### src/rtl/cube_root_pkg.sv
// Shared types and constants for the cube root unit and its shift-add multiplier.
// Latency: n/a (declarations only).
// Backpressure: n/a.
package cube_root_pkg;

  // Default operand width; the result width is always a third of it.
  localparam int IN_W_DEF = 24;

  // Multiplier operand width and its fixed iteration count.
  localparam int MUL_W      = 8;
  localparam int MUL_CYCLES = 8;
  localparam int MUL_CNT_W  = $clog2(MUL_CYCLES);

  typedef enum logic [1:0] {
    ST_IDLE  = 2'd0,
    ST_SETUP = 2'd1,
    ST_MUL   = 2'd2,
    ST_CHECK = 2'd3
  } state_t;

  // Trial term 3*p + 1, where p = y*(y+1) for the candidate y; two guard bits cover the x3.
  function automatic logic [2*MUL_W+1:0] trial_term(input logic [2*MUL_W-1:0] p);
    logic [2*MUL_W+1:0] pe;
    pe = {2'b00, p};
    return (pe << 1) + pe + (2*MUL_W+2)'(1);
  endfunction

endpackage

### src/rtl/cube_root_mult8.sv
// 8x8 -> 16 unsigned shift-add multiplier, one partial product per cycle.
// Latency: busy_o high for exactly MUL_CYCLES cycles after the start edge; y_bo valid once busy_o drops.
// Backpressure: start_i is ignored while busy; no queueing.
module cube_root_mult8
  import cube_root_pkg::*;
(
  input  logic               clk_i,
  input  logic               rst_i,
  input  logic [MUL_W-1:0]   a_bi,
  input  logic [MUL_W-1:0]   b_bi,
  input  logic               start_i,
  output logic               busy_o,
  output logic [2*MUL_W-1:0] y_bo
);

  localparam logic [MUL_CNT_W-1:0] CNT_LAST = MUL_CNT_W'(MUL_CYCLES - 1);

  logic                 busy_q,   busy_d;
  logic [MUL_CNT_W-1:0] cnt_q,    cnt_d;
  logic [2*MUL_W-1:0]   mcand_q,  mcand_d;
  logic [2*MUL_W-1:0]   acc_q,    acc_d;
  logic [MUL_W-1:0]     mplier_q, mplier_d;

  // Load operands on start, then add the shifted multiplicand for each set multiplier bit.
  always_comb begin
    busy_d   = busy_q;
    cnt_d    = cnt_q;
    mcand_d  = mcand_q;
    acc_d    = acc_q;
    mplier_d = mplier_q;
    if (!busy_q) begin
      if (start_i) begin
        busy_d   = 1'b1;
        cnt_d    = '0;
        acc_d    = '0;
        mcand_d  = {{MUL_W{1'b0}}, a_bi};
        mplier_d = b_bi;
      end
    end else begin
      if (mplier_q[0]) begin
        acc_d = acc_q + mcand_q;
      end
      mcand_d  = mcand_q << 1;
      mplier_d = mplier_q >> 1;
      cnt_d    = cnt_q + MUL_CNT_W'(1);
      if (cnt_q == CNT_LAST) begin
        busy_d = 1'b0;
      end
    end
  end

  // Multiplier state registers.
  always_ff @(posedge clk_i or negedge rst_i) begin
    if (!rst_i) begin
      busy_q   <= 1'b0;
      cnt_q    <= '0;
      mcand_q  <= '0;
      acc_q    <= '0;
      mplier_q <= '0;
    end else begin
      busy_q   <= busy_d;
      cnt_q    <= cnt_d;
      mcand_q  <= mcand_d;
      acc_q    <= acc_d;
      mplier_q <= mplier_d;
    end
  end

  assign busy_o = busy_q;
  assign y_bo   = acc_q;

endmodule

### src/rtl/cube_root.sv
// Sequential floor cube root of an IN_W-bit operand, one result bit per 10-cycle iteration.
// Latency: busy_o high for 80 cycles after the accepting edge; y_bo updates as busy_o falls.
// Backpressure: start_i only sampled while idle; requests during a run are dropped.
module cube_root
  import cube_root_pkg::*;
#(
  parameter int IN_W = IN_W_DEF
) (
  input  logic              clk_i,
  input  logic              rst_i,
  input  logic [IN_W-1:0]   a_bi,
  input  logic              start_i,
  output logic              busy_o,
  output logic [IN_W/3-1:0] y_bo
);

  localparam int OUT_W = IN_W / 3;
  localparam int S_W   = $clog2(IN_W);
  localparam logic [MUL_CNT_W-1:0] MUL_LAST = MUL_CNT_W'(MUL_CYCLES - 1);

  state_t               state_q,   state_d;
  logic                 busy_q,    busy_d;
  logic [IN_W-1:0]      x_q,       x_d;
  logic [OUT_W-1:0]     y_q,       y_d;
  logic [S_W-1:0]       s_q,       s_d;
  logic [OUT_W-1:0]     y_out_q,   y_out_d;
  logic [MUL_CNT_W-1:0] mul_cnt_q, mul_cnt_d;

  logic                 mul_start;
  logic                 mul_busy;
  logic [MUL_W-1:0]     mul_a;
  logic [MUL_W-1:0]     mul_b;
  logic [2*MUL_W-1:0]   mul_p;

  logic [IN_W-1:0]      t_ext;
  logic [IN_W-1:0]      x_shr;
  logic                 take;
  logic [OUT_W-1:0]     y_inc;

  // y is below 2^(OUT_W-1) whenever SETUP runs, so the doubled operands fit MUL_W bits.
  assign mul_start = (state_q == ST_SETUP);
  assign mul_a     = MUL_W'({y_q, 1'b0});
  assign mul_b     = MUL_W'({y_q, 1'b1});

  cube_root_mult8 u_mult (
    .clk_i   (clk_i),
    .rst_i   (rst_i),
    .a_bi    (mul_a),
    .b_bi    (mul_b),
    .start_i (mul_start),
    .busy_o  (mul_busy),
    .y_bo    (mul_p)
  );

  // Compare the shifted-down remainder against the trial term so no shift exceeds IN_W bits.
  assign t_ext = IN_W'(trial_term(mul_p));
  assign x_shr = x_q >> s_q;
  assign take  = (x_shr >= t_ext);
  assign y_inc = take ? (y_q + OUT_W'(1)) : y_q;

  // Next-state logic: accept, double y and launch the multiply, wait, then restore-or-subtract.
  always_comb begin
    state_d   = state_q;
    busy_d    = busy_q;
    x_d       = x_q;
    y_d       = y_q;
    s_d       = s_q;
    y_out_d   = y_out_q;
    mul_cnt_d = mul_cnt_q;
    case (state_q)
      ST_IDLE: begin
        if (start_i) begin
          x_d     = a_bi;
          y_d     = '0;
          s_d     = S_W'(IN_W - 3);
          busy_d  = 1'b1;
          state_d = ST_SETUP;
        end
      end
      ST_SETUP: begin
        y_d       = y_q << 1;
        mul_cnt_d = '0;
        state_d   = ST_MUL;
      end
      ST_MUL: begin
        // The product settles on the same edge mult8 drops busy, i.e. the last counted cycle.
        if (mul_cnt_q == MUL_LAST) begin
          state_d = ST_CHECK;
        end else if (mul_busy) begin
          mul_cnt_d = mul_cnt_q + MUL_CNT_W'(1);
        end
      end
      ST_CHECK: begin
        if (take) begin
          x_d = x_q - (t_ext << s_q);
        end
        y_d = y_inc;
        if (s_q == '0) begin
          y_out_d = y_inc;
          busy_d  = 1'b0;
          state_d = ST_IDLE;
        end else begin
          s_d     = s_q - S_W'(3);
          state_d = ST_SETUP;
        end
      end
      default: begin
        state_d = ST_IDLE;
        busy_d  = 1'b0;
      end
    endcase
  end

  // Control and datapath registers; reset drops any run in flight without touching y_bo's reset value.
  always_ff @(posedge clk_i or negedge rst_i) begin
    if (!rst_i) begin
      state_q   <= ST_IDLE;
      busy_q    <= 1'b0;
      x_q       <= '0;
      y_q       <= '0;
      s_q       <= '0;
      y_out_q   <= '0;
      mul_cnt_q <= '0;
    end else begin
      state_q   <= state_d;
      busy_q    <= busy_d;
      x_q       <= x_d;
      y_q       <= y_d;
      s_q       <= s_d;
      y_out_q   <= y_out_d;
      mul_cnt_q <= mul_cnt_d;
    end
  end

  assign busy_o = busy_q;
  assign y_bo   = y_out_q;

endmodule

### config.mk
export PLATFORM = sky130hd
export DESIGN_NAME = cube_root
export DESIGN_NICKNAME = d
export VERILOG_FILES = /design/src/rtl/cube_root_pkg.sv /design/src/rtl/cube_root_mult8.sv /design/src/rtl/cube_root.sv
export SDC_FILE = /design/constraint.sdc
export NUM_CORES = 1
export LEC_CHECK = 0
export ABC_AREA = 1
export CAP_MARGIN = 20
export CORE_MARGIN = 3
export CORE_UTILIZATION = 60
export DETAILED_ROUTE_END_ITERATION = 12
export PLACE_DENSITY = 0.8
export REMOVE_ABC_BUFFERS = 1
export SYNTH_ARGS = -nofsm -noshare
export SYNTH_HDL_FRONTEND = slang
export SYNTH_HIERARCHICAL = 1
export SYNTH_SLANG_ARGS = --single-unit
### constraint.sdc
create_clock -name clk_i -period 4.9 [get_ports clk_i]
set_input_delay 1.47 -clock clk_i [delete_from_list [all_inputs] [get_ports clk_i]]
set_output_delay 1.47 -clock clk_i [all_outputs]
set_load 0.02 [all_outputs]
### After elaboration in Yosys (flattened, before gate mapping)

Index checks and enable logic that the tools add are counted.

* $add $sub $neg: 8
* $lt $le $gt $ge: 1
* equality and inequality tests: 13
* shifts and indexed selects: 2
* mux-type cells: 31
* reductions and logical operators: 14

Operator list (number)
* $mux 16: 5
* $mux 24: 2
* $pmux 24 s2: 1
* $mux 8: 4
* $ge 24x18->1: 1
* $pmux 8 s3: 1
* $shl 18x5->24: 1
* $shr 24x5->24: 1
* $sub 24x24->24: 1
* $add 17x16->18: 1
* $add 18x1->18 const B: 1
* $add 16x16->16: 1
* $ne 2x2->1 const B: 7
* $mux 3: 4
* $reduce_and 3->1: 4
* $mux 5: 2
* $pmux 5 s2: 1
* $add 8x1->8 const B: 1
* $pmux 2 s4: 1
* $reduce_and 2->1: 4
* $add 3x1->3 const B: 2
* $eq 3x3->1 const B: 2
* $mux 1: 6
* $pmux 3 s2: 1
* 10 further kinds: 14

* register bits after elaboration: 95
* input bits: 27
* output and inout bits: 9
* logic and storage cells: 81

### Depth between registers and ports, before layout

Gate-level depths: netlist of run 1.

* depth after elaboration: 6
* depth in mapped cells: 32
* gate-level depth less buffers: 32

### By module

Netlist of run 1, hierarchy kept.

By module, submodules not included
* cube_root: times used 1, cells each 1273, area an instance 7524.7 um2, seq. area each 1276.2 um2
* cube_root_mult8: times used 1, cells each 359, area an instance 2625.0 um2, seq. area each 1101.1 um2

### Worst setup path before layout of run 1

OpenSTA, ideal clock, no wires.

* path kind: reg-to-reg
* from: register u_mult.acc_q[2] (netlist: u_mult/y_bo[2])
* to: register x_q[17]
* library setup time: 116 ps
* arrival time: 3494 ps
* data required time: 4784 ps
* path slack: 1290 ps
* stages on the path, launching flop included: 28
* buffers on the path: 0
* period minus slack after synthesis: 3610 ps
* cells stage by stage: dfrtp_1 ha_1 nand2_1 nand2_1 inv_1 nand2_1 xnor2_1 or2_2 o21ai_0 nand2_1 o21ai_0 o21ai_0 nor2_1 nand2_1 ha_1 a21oi_1 o21ai_1 a21oi_1 o21ai_1 inv_1 o21ai_1 nand3_1 nand2_1 or2_2 nand3_1 nand2_1 nand2_1 nand2_1

* word-level cells in the longest chain between the ends: 6
* elaborated cells on any way between the ends: 9
* those cells by class: add/sub (3); order compare (1); eq/ne (1); shift (1); mux (2); reduce/logical (1)

Ends and longest elaborated chain
* from (decl): line cube_root_mult8.sv:21 `logic [2*MUL_W-1:0] acc_q, acc_d;`
* from (signal assigned): line cube_root_mult8.sv:58 `acc_q <= '0;`
* from (signal assigned): line cube_root_mult8.sv:64 `acc_q <= acc_d;`
* $add 17x16->18 *: line cube_root_pkg.sv:25 `return (pe << 1) + pe + (2*MUL_W+2)'(1);`
* $add 18x1->18 *: line cube_root_pkg.sv:25
* $shl 18x5->24: line cube_root.sv:95 `x_d = x_q - (t_ext << s_q);`
* $sub 24x24->24: line cube_root.sv:95
* $mux 24: line cube_root.sv:94 `if (take) begin`
* $pmux 24 s2: line cube_root.sv:70 `case (state_q)`
* to (signal assigned): line cube_root.sv:119 `x_q <= '0;`
* to (signal assigned): line cube_root.sv:127 `x_q <= x_d;`
* to (decl): line cube_root.sv:23 `logic [IN_W-1:0] x_q, x_d;`

Every way passes the cells marked *; elsewhere a longest branch is shown, timed or not. The select of a mux whose other input is x is not followed.
A chain may end at the register's enable or synchronous reset.

### Final worst setup path of run 1

* from: register u_mult.acc_q[11] (netlist: u_mult/y_bo[11])
* to: register x_q[19]

The elaborated chain is that of the path after synthesis.

==> out/metrics.cfg, run 1 <==
[global_routing]
grt_max_degree = 48
track_usage_pct = 32.15
met1_usage_pct = 47.79
grt_pass1_vias = 9534
antenna_found_initial = 0
grt.busiest_layer = met2
grt_pass1_wl_mm = 47.89
met3_usage_pct = 6.662
grt-ovfl-total = 0
met2_usage_pct = 48.71

[placed_design]
dp.cells = 1843
hpwl_mm = 22.97
port_buffers = 35
gp_congestion = 0.9983

[sta]
fin_crit_ns = 4.496
worstMarginPinSlew_ns = 0.8806
fin_tns_setup_ns = 0
fmax_mhz = 222.4
slew_violations = 0
rsz0062_at_grt = no
fin_crit_sh_pct = 91.75
finClkSkew_ns = 0.008047
finalSetupViolations = 0
hold_viol = 0
max_slew_margin_pct = 41.08

[cts]
clk_latency_ns = 0.36
clk_path_buf_depth = 2
htreeDepth = 3
cts_sinks = 95
ctsHoldBuffers = 0
cts_root_buf = clkbuf_16
cts_tree = built
numCtsBuffers = 9
clkTransAtPathRegs_ns = 0.08

[floorplan]
die-area_um2 = 18510
rows = 46
die_h_um = 136.1
initial_core_util_pct = 62.53
die_x_um = 136.1
top_level_ports = 36
core_area_um2 = 16230

[power]
leakagePower_nw = 5.725
power_frac_comb_pct = 73.4
p_int_w = 0.003484
swShare_pct = 58.27
clkPwrFrac_pct = 8.7
p_seq_share_pct = 17.9
peakVddDrop_mv = 0.4478
pwr_density_cell_nw_per_um2 = 764.5
finalPower_w = 0.008349
p_sw_w = 0.004865

[min_path]
worstHoldPathType = register to register

[yosys]
synth_area_per_cell_um2 = 6.219
synth_flop_cell = dfrtp_1
netlist_top_cells_area = dfrtp_1, nand2_1, ha_1, inv_1, o21ai_0
ys_warn_count = 6
yosysTopAreaCellShare_pct = 23.42
syn_area_um2 = 10150
synth_edf_count = 0
yosys.area.top_type = dfrtp_1
netlist_instances = 1632
yosysSeqAreaShare_pct = 23.42
ys_ff_latch = 95
async_reset_ff_share_pct = 100.0
ys_types = 56

[route]
first_pass_iters = 6
viasPerCell = 5.729
antenna_left = 0
drt-wirelength-per-cell_um = 15.83
num_vias = 10650
drtIter0Drc = 1120
drc_errors = 0
wl_mm = 29.43

[worst_setup_path]
crit_family = simple AND/OR/NAND/NOR gates
crit_path_end_kind = register
cp.buffers_inverters = 3
start_kind = register
required_ns = 5.14
cpMostUsedCell = nand2_1
crit_type = register to register
arrival_ns = 4.73
cp_slowest_cell = o21ai_0
cp_slowest_stage_delay_ns = 0.46
crit_fanout = 6

[final_layout]
syn2layout_area_growth_pct = 7.606
antenna_cells = 0
final_cell_count_no_fill = 1859
fillers = 1533
final_nets = 1755
drive_gt1_share_pct = 5.234

[run_status]
outcome = completed

[run]
drv_cap = 0

final timing paths:
kind,startpoint,to,slack [ns],cells past startpoint
hold reg to reg,y_bo[2],y_bo[2],0.49,2
hold / removal,y_bo[2],y_bo[2],0.49,2
min in group asynchronous,rst_i,u_mult/y_bo[13],1.05,1
max in group asynchronous,rst_i,x_q[20],2.92,2
setup / recovery,u_mult/y_bo[11],x_q[19],0.40,29
setup reg to reg,u_mult/y_bo[11],x_q[19],0.40,29
layer usage:
| metal | wire [um] | up-vias | part of all wire (%) |
|---|---|---|---|
| met5 | 0 | - | 0 |
| met4 | 303 | 0 | 1.0 |
| met3 | 2763 | 28 | 9.4 |
| met2 | 12760 | 438 | 43 |
| met1 | 13600 | 4838 | 46 |
| li1 | - | 5347 | - |
placed cells by master, fill, tap and decap left out, types with 10 or more instances in the layout:
cell and instances:
buf_4 14, o21ai_0 129, nand2_1 582, nand2_2 10, nor2_1 83, xor2_1 16, dfrtp_1 95, inv_1 194
nand3_1 112, o211ai_1 15, nand4_1 16, o221ai_1 10, ha_1 87, o21ai_2 19, clkdlybuf4s50_1 34, a21oi_1 83
o21ai_1 13, nor3_1 20
area by class of cell:
class,count,area (um2),area share (%)
clock buffer,9,225.2,2.062
clock inverter,7,81.33,0.7446
inverter,203,764.5,7.000
multi-input combinational,1280,6738,61.69
sequential,95,2377,21.77
tap,216,270.3,2.475
timing repair buffer,49,465.4,4.262
synthesized netlist by cell type (3+ instances only):
master	n
nand2_1	582
inv_1	194
o21ai_0	131
nand3_1	112
dfrtp_1	95
ha_1	87
a21oi_1	83
nor2_1	83
clkbuf_1	29
nor3_1	20
o21ai_2	18
nand4_1	16
xor2_1	16
o211ai_1	15
o21ai_1	12
nand2_2	10
o221ai_1	10
buf_1	9
inv_2	8
o22ai_1	8
buf_6	7
and2_1	6
buf_2	6
or2_2	6
xnor2_1	6
a31oi_1	5
nor4_1	5
mux2i_1	4
nand3b_1	4
a211oi_1	3
a21o_1	3
a22o_1	3
buf_4	3
fa_1	3
nor2_4	3
o21a_1	3
flip-flops by register name, indices dropped and copies added (netlist names):
signal and cells:
u_mult/y_bo 16, x_q 24, s_q 5, busy_o 1
y_q 8, y_bo 8, u_mult/mcand_q 16, mul_cnt_q 3
u_mult/mplier_q 8, u_mult/busy_o 1, u_mult/cnt_q 3, state_q 2
repair_timing:
item / CTS / global route
setup endpoints to repair: 0 / 5
setup buffers: 0 / 0
gates resized for setup: 0 / 3
worst register-to-register path, delay by kind of cell (launching register included):
family / cells / cell delay, ns
and+or+nand+nor: 17 / 1.77
AOI/OAI and AO/OA: 7 / 1.22
adders and majority gates: 2 / 0.79
DFF: 1 / 0.43
buffers and inverters: 3 / 0.16
per-stage QoR:
step	utilization, %	hold slack, ns	cell area (um2)	worst slack [ns]
floorplan	-	0.4531	9876	0.9272
global placement	65.38	0.4679	10610	0.3744
detailed placement	65.38	0.4764	10610	0.3607
CTS	67.27	0.4971	10920	0.3352
global route	67.29	0.5259	10920	0.04741
finish	67.29	0.4910	10920	0.4041
logic make-up after synthesis:
| group | Yosys count | synth area share, % |
|---|---|---|
| simple gates | 856 | 35.12 |
| compound gates | 306 | 17.54 |
| buf+inv | 257 | 10.23 |
| flops | 95 | 23.42 |
| fa+ha+maj | 90 | 11.32 |
| xor+xnor | 22 | 1.898 |
| mux | 4 | 0.3945 |
| other cells | 2 | 0.07399 |
power by group through the flow:
stage	logic (W)	clock network, W	registers (W)
after CTS	0.00598	0.000751	0.00148
final	0.00613	0.000730	0.00149
after global placement	0.00588	0	0.00149
after global routing	0.00691	0.000779	0.00153
after floorplan	0.00434	0	0.00146
after detailed placement	0.00595	0	0.00149
(Power assumes the default switching activity.)
==> run 2: changes to the inputs <==
--- a/config.mk
+++ b/config.mk
@@ -10,4 +10,5 @@
 export CORE_MARGIN = 3
-export CORE_UTILIZATION = 60
+export CORE_UTILIZATION = 57
 export DETAILED_ROUTE_END_ITERATION = 12
+export MAX_ROUTING_LAYER = met4
 export PLACE_DENSITY = 0.8
==> constraint.sdc (replaced) <==
create_clock -name clk_i -period 4 [get_ports clk_i]
set_input_delay 1 -clock clk_i [delete_from_list [all_inputs] [get_ports clk_i]]
set_output_delay 1 -clock clk_i [all_outputs]
set_load 0.02 [all_outputs]
==> run 2 against run 1 <==
Effect of this change:
- cell area rose by 19%
- worst setup slack got worse by 0.35 ns
- sequential share of layout area fell by 3.3 points
- fmax rose by 14%
- largest cell class unchanged
==> out/metrics.cfg, run 2 (synthesis gave the netlist of run 1 again) <==
[placed_design]
port_buffers = 35  ; unchanged
pre_cts_slack_ns = -0.2178  ; -0.5785 ns
gp_congestion = 1.018  ; +2.0%
hpwl_mm = 24.73  ; +7.7%

[run]
drv_cap = 0  ; unchanged

[route]
num_vias = 11570  ; +8.6%
viasPerCell = 5.769  ; +0.69%
wl_mm = 33.49  ; +14%
antenna_left = 0  ; unchanged
drc_errors = 0  ; unchanged
first_pass_iters = 6  ; unchanged
drt-wirelength-per-cell_um = 16.70  ; +5.5%
drtIter0Drc = 1272  ; +14%

[power]
power_frac_comb_pct = 78.2  ; +4.8 points
swShare_pct = 54.45  ; -3.8 points
leakagePower_nw = 6.533  ; +14%
p_seq_share_pct = 14.6  ; -3.3 points
peakVddDrop_mv = 0.7904  ; +77%
pwr_density_cell_nw_per_um2 = 996.2  ; +30%
p_int_w = 0.005888  ; +69%
p_sw_w = 0.007039  ; +45%
clkPwrFrac_pct = 7.3  ; -1.4 points

[cts]
cts_sinks = 95  ; unchanged
cts_tree = built
clk_path_buf_depth = 2  ; unchanged
clk_latency_ns = 0.37  ; about the same
numCtsBuffers = 9  ; unchanged
clkTransAtPathRegs_ns = 0.08  ; about the same
htreeDepth = 3  ; unchanged
cts_root_buf = clkbuf_16

[run_status]
outcome = completed

[worst_setup_path]
cp_slowest_cell = dfrtp_2
start_kind = register
cpMostUsedCell = nand2_2
crit_fanout = 4  ; -2
crit_type = register to register
arrival_ns = 4.21  ; -0.52 ns
required_ns = 4.26  ; -0.88 ns
cp_slowest_stage_delay_ns = 0.47  ; about the same
crit_path_end_kind = register

[final_layout]
final_common_cell = nand2_1
syn2layout_area_growth_pct = 27.85
final_nets = 1891  ; +7.7%
mostFrequentLayoutCells = nand2_1, inv_1, buf_4, o21ai_0, nand3_1
regMostFlops = x_q
utilization_pct = 74.76  ; +7.5 points
drive_gt1_share_pct = 23.27  ; +18 points
largest_reg_flops = 24  ; unchanged

[sta]
max_slew_margin_pct = 47.30  ; +6.2 points
finalSetupViolations = 0  ; unchanged
rsz0062_at_grt = yes
fin_crit_ns = 3.947  ; -0.5491 ns
final.setup.worst_slack_ns = 0.05316  ; -0.3509 ns
fin_crit_sh_pct = 98.67  ; +6.9 points
finClkSkew_ns = 0.01044  ; +0.002396 ns
fmax_mhz = 253.4  ; +14%
fin_tns_setup_ns = 0  ; unchanged
hold_viol = 0  ; unchanged
slew_violations = 0  ; unchanged
worstMarginPinSlew_ns = 0.7905  ; -0.09012 ns

[floorplan]
initial_core_util_pct = 58.48  ; -4.1 points
die_h_um = 139.4  ; +2.5%
die_x_um = 139.4  ; +2.5%
top_level_ports = 36  ; unchanged
die-area_um2 = 19440  ; +5.0%
core_area_um2 = 17360  ; +6.9%
rows = 48  ; +4.3%

[global_routing]
grt-ovfl-total = 0  ; unchanged
antenna_found_initial = 1  ; +1
grt_pass1_vias = 10530  ; +10%
track_usage_pct = 33.68  ; +1.5 points
grt_pass1_wl_mm = 52.35  ; +9.3%
grt_max_degree = 54  ; +13%

[min_path]
worstHoldPathType = register to register

[run 2: final timing paths]
kind / startpoint / end / slack [ns] / cells past startpoint
setup / recovery: u_mult/y_bo[8] / x_q[20] / 0.05 / 29
hold / removal: mul_cnt_q[2] / mul_cnt_q[2] / 0.49 / 2
setup reg to reg: u_mult/y_bo[8] / x_q[20] / 0.05 / 29
hold reg to reg: mul_cnt_q[2] / mul_cnt_q[2] / 0.49 / 2
max in group asynchronous: rst_i / u_mult/y_bo[0] / 2.55 / 2
min in group asynchronous: rst_i / u_mult/y_bo[15] / 0.70 / 1
[run 2: repair_timing]
action / 4_1_cts / 5_1_grt
hold buffers: 0 / 0
endpoints found under the setup margin: 12 / 25
hold endpoints to repair: 0 / 0
gates resized for setup: 35 / 217
pin swaps: 6 / 64
setup buffers: 1 / 15
[run 2: layer usage]
layer | part of all wire [%] | vias up | GRT usage [%]
met3 | 8.8 | 59 | 6.838
met2 | 45 | 484 | 50.00
met1 | 45 | 5396 | 47.75
met5 | 0 | - | -
met4 | 1.7 | 0 | 7.467
li1 | - | 5628 | -
[run 2: power by group through the flow]
stage | registers (W) | logic (W) | clock network, W
floorplan | 0.00179 | 0.00532 | 0
global placement | 0.00179 | 0.00839 | 0
CTS | 0.00181 | 0.00880 | 0.000952
finish | 0.00188 | 0.0101 | 0.000942
detailed placement | 0.00180 | 0.00856 | 0
global route | 0.00193 | 0.0111 | 0.000988
[run 2: cell type report]
type	instances	area [um2]
Inverter	203	774.5
Clock inverter	7	98.84
Timing Repair Buffer	185	1531
Tap cell	225	281.5
Clock buffer	9	225.2
Sequential cell	95	2394
Fill cell	1434	4380
Antenna cell	1	2.502
Multi-Input combinational cell	1280	7669
[run 2: critical path: cells and delay by family, from the launching register on]
family / cells / cell delay [ns]
AO/OA/AOI/OAI: 2 / 0.27
adder cells (fa/ha/maj): 2 / 0.74
buffers and inverters: 5 / 0.60
AND/OR/NAND/NOR: 20 / 1.78
flip-flops: 1 / 0.47
[run 2: per-stage QoR]
stage | power, W | std cells | instance area (um2) | hold slack, ns
2_1_floorplan | 0.007104 | 1578 | 9876 | 0.4531
3_3_place_gp | 0.01018 | 1974 | 11580 | 0.4694
3_5_place_dp | 0.01035 | 1974 | 11580 | 0.4724
4_1_cts | 0.01157 | 1991 | 12080 | 0.4976
5_1_grt | 0.01403 | 2005 | 12980 | 0.5248
6_report | 0.01293 | 2005 | 12980 | 0.4898
==> run 3: changes to the inputs <==
CELL_PAD_IN_SITES_DETAIL_PLACEMENT = 1   (was not set)
CELL_PAD_IN_SITES_GLOBAL_PLACEMENT = 2   (was not set)
CORE_UTILIZATION = 33   (was 57)
DONT_BUFFER_PORTS = 1   (was not set)
PLACE_DENSITY = 0.81   (was 0.8)
==> run 3 against run 2 <==
Effect of this change:
- the flow now finishes with violations (setup timing)
- critical endpoint is now x_q[23]
- highest routed layer unchanged
- register-to-register slack worse by 0.21 ns
- clock skew is 0.0087 ns higher
- final cell count is 9.0% higher
==> out/metrics.cfg, run 3 (synthesis gave the netlist of run 1 again) <==
[placed_design]
port_buffers = 0  ; -100%
gp_congestion = 0.9414  ; -7.5%
hpwl_mm = 29.96  ; +21%
dp.cells = 2139  ; +8.4%

[cts]
numCtsBuffers = 9  ; unchanged
clkTransAtPathRegs_ns = 0.09  ; about the same
clk_path_buf_depth = 2  ; unchanged
cts_tree = built
cts_sinks = 95  ; unchanged
ctsHoldBuffers = 0  ; unchanged
htreeDepth = 3  ; unchanged
cts_root_buf = clkbuf_16
clk_latency_ns = 0.38  ; about the same

[min_path]
worstHoldPathType = input port to async pin

[route]
drt-wirelength-per-cell_um = 18.10  ; +8.3%
drc_errors = 0  ; unchanged
num_vias = 11520  ; -0.39%
first_pass_iters = 5  ; -1
viasPerCell = 5.271  ; -8.6%
antenna_left = 0  ; unchanged
drtIter0Drc = 656  ; -48%
wl_mm = 39.56  ; +18%

[worst_setup_path]
reg2reg_to = x_q[23]
cp.buffers_inverters = 5  ; unchanged
cpMostUsedCell = nand2_1
cp_slowest_stage_delay_ns = 0.46  ; about the same
r2r_slack_ns = -0.16  ; -0.21 ns
crit_path_end_kind = register
arrival_ns = 4.42  ; +0.21 ns
cp-startpoint = u_mult/y_bo[1]
r2r_cells = 27  ; -6.9%
crit_fanout = 5  ; +1
required_ns = 4.26  ; about the same
start_kind = register
crit_type = register to register
crit_family = simple AND/OR/NAND/NOR gates
rr_startpoint = u_mult/y_bo[1]
cp_slowest_cell = dfrtp_2

[final_layout]
antenna_cells = 0  ; -1
syn2layout_area_growth_pct = 31.94
final_cell_count_no_fill = 2186  ; +9.0%
mostFrequentLayoutCells = nand2_1, buf_4, inv_1, o21ai_0, nand3_1
final_nets = 1908  ; +0.90%
drive_gt1_share_pct = 27.06  ; +3.8 points
regMostFlops = x_q
final_common_cell = nand2_1
largest_reg_flops = 24  ; unchanged

[floorplan]
die_x_um = 181.4  ; +30%
die_h_um = 181.4  ; +30%
top_level_ports = 36  ; unchanged
die-area_um2 = 32900  ; +69%
initial_core_util_pct = 33.88  ; -25 points
rows = 63  ; +31%
core_area_um2 = 29950  ; +73%

[sta]
finalSetupViolations = 5  ; +5
fin_crit_ns = 4.156  ; +0.2089 ns
hold_viol = 0  ; unchanged
final.setup.worst_slack_ns = -0.1557  ; -0.2089 ns
worstMarginPinSlew_ns = 0.6720  ; -0.1185 ns
fmax_mhz = 240.6  ; -5.0%
max_slew_margin_pct = 55.04  ; +7.7 points
fin_crit_sh_pct = 103.9  ; +5.2 points
slew_violations = 0  ; unchanged
rsz0062_at_grt = yes
finClkSkew_ns = 0.01915  ; +0.008712 ns

[global_routing]
antenna_found_initial = 0  ; -1
grt-ovfl-total = 0  ; unchanged
grt_pass1_vias = 11800  ; +12%
grt_pass1_wl_mm = 62.47  ; +19%
grt_max_degree = 96  ; +78%
track_usage_pct = 23.94  ; -9.7 points

[run_status]
violations = setup timing
outcome = finished, violations left

[run]
drv_cap = 0  ; unchanged

-- run 3: cell types whose count changed in the layout (fill, tap and decap cells not counted), sizes merged --
cell and change:
diode -1, clkbuf +2, buf +51, inv -2, clkdlybuf4s50 -34
-- run 3: worst max-delay path by stage --
stage / cells past startpoint / to
after global routing: 29 / x_q[19]
after floorplan: 22 / x_q[16]
final: 27 / x_q[23]
after detailed placement: 26 / x_q[20]
after global placement: 22 / x_q[20]
after CTS: 29 / x_q[20]
-- run 3: stage by stage --
step	setup TNS (ns)	worst slack, ns	hold WS [ns]	utilization, %	cell area [um2]
floorplan	0	0.02719	0.4531	-	9876
global placement	-3.543	-0.6253	0.4674	39.01	11690
detailed placement	-4.420	-0.6781	0.4790	39.01	11690
CTS	-0.05394	-0.03494	0.2934	41.84	12530
global route	-2.634	-0.3415	0.2935	44.71	13390
finish	-0.2368	-0.1557	0.3032	44.71	13390
-- run 3: cell type report --
type / count / area [um2]
clock buffers: 11 / 242.7
clock inverters: 5 / 40.04
well taps: 390 / 488.0
multi-input cells: 1280 / 7858
fillers: 3878 / 16560
flip-flops and latches: 95 / 2395
repair buffers: 202 / 1599
inverters: 203 / 769.5
-- run 3: repair_timing --
item / in CTS / in global routing
buffers inserted: 6 / 25
cloned: 0 / 0
resized for setup: 120 / 172
setup endpoints to repair: 13 / 26
pin swaps: 32 / 83
-- run 3: layer usage --
metal / global-route usage [%] / up-vias / share of wire, %
met4: 4.875 / 0 / 1.1
met1: 32.95 / 5647 / 48
li1: - / 5652 / -
met5: - / - / 0
met3: 2.444 / 30 / 3.8
met2: 38.52 / 193 / 47
Power of run 3 is not shown: default switching activity piles up to over one toggle a cycle in this logic, so the estimate is an artifact.
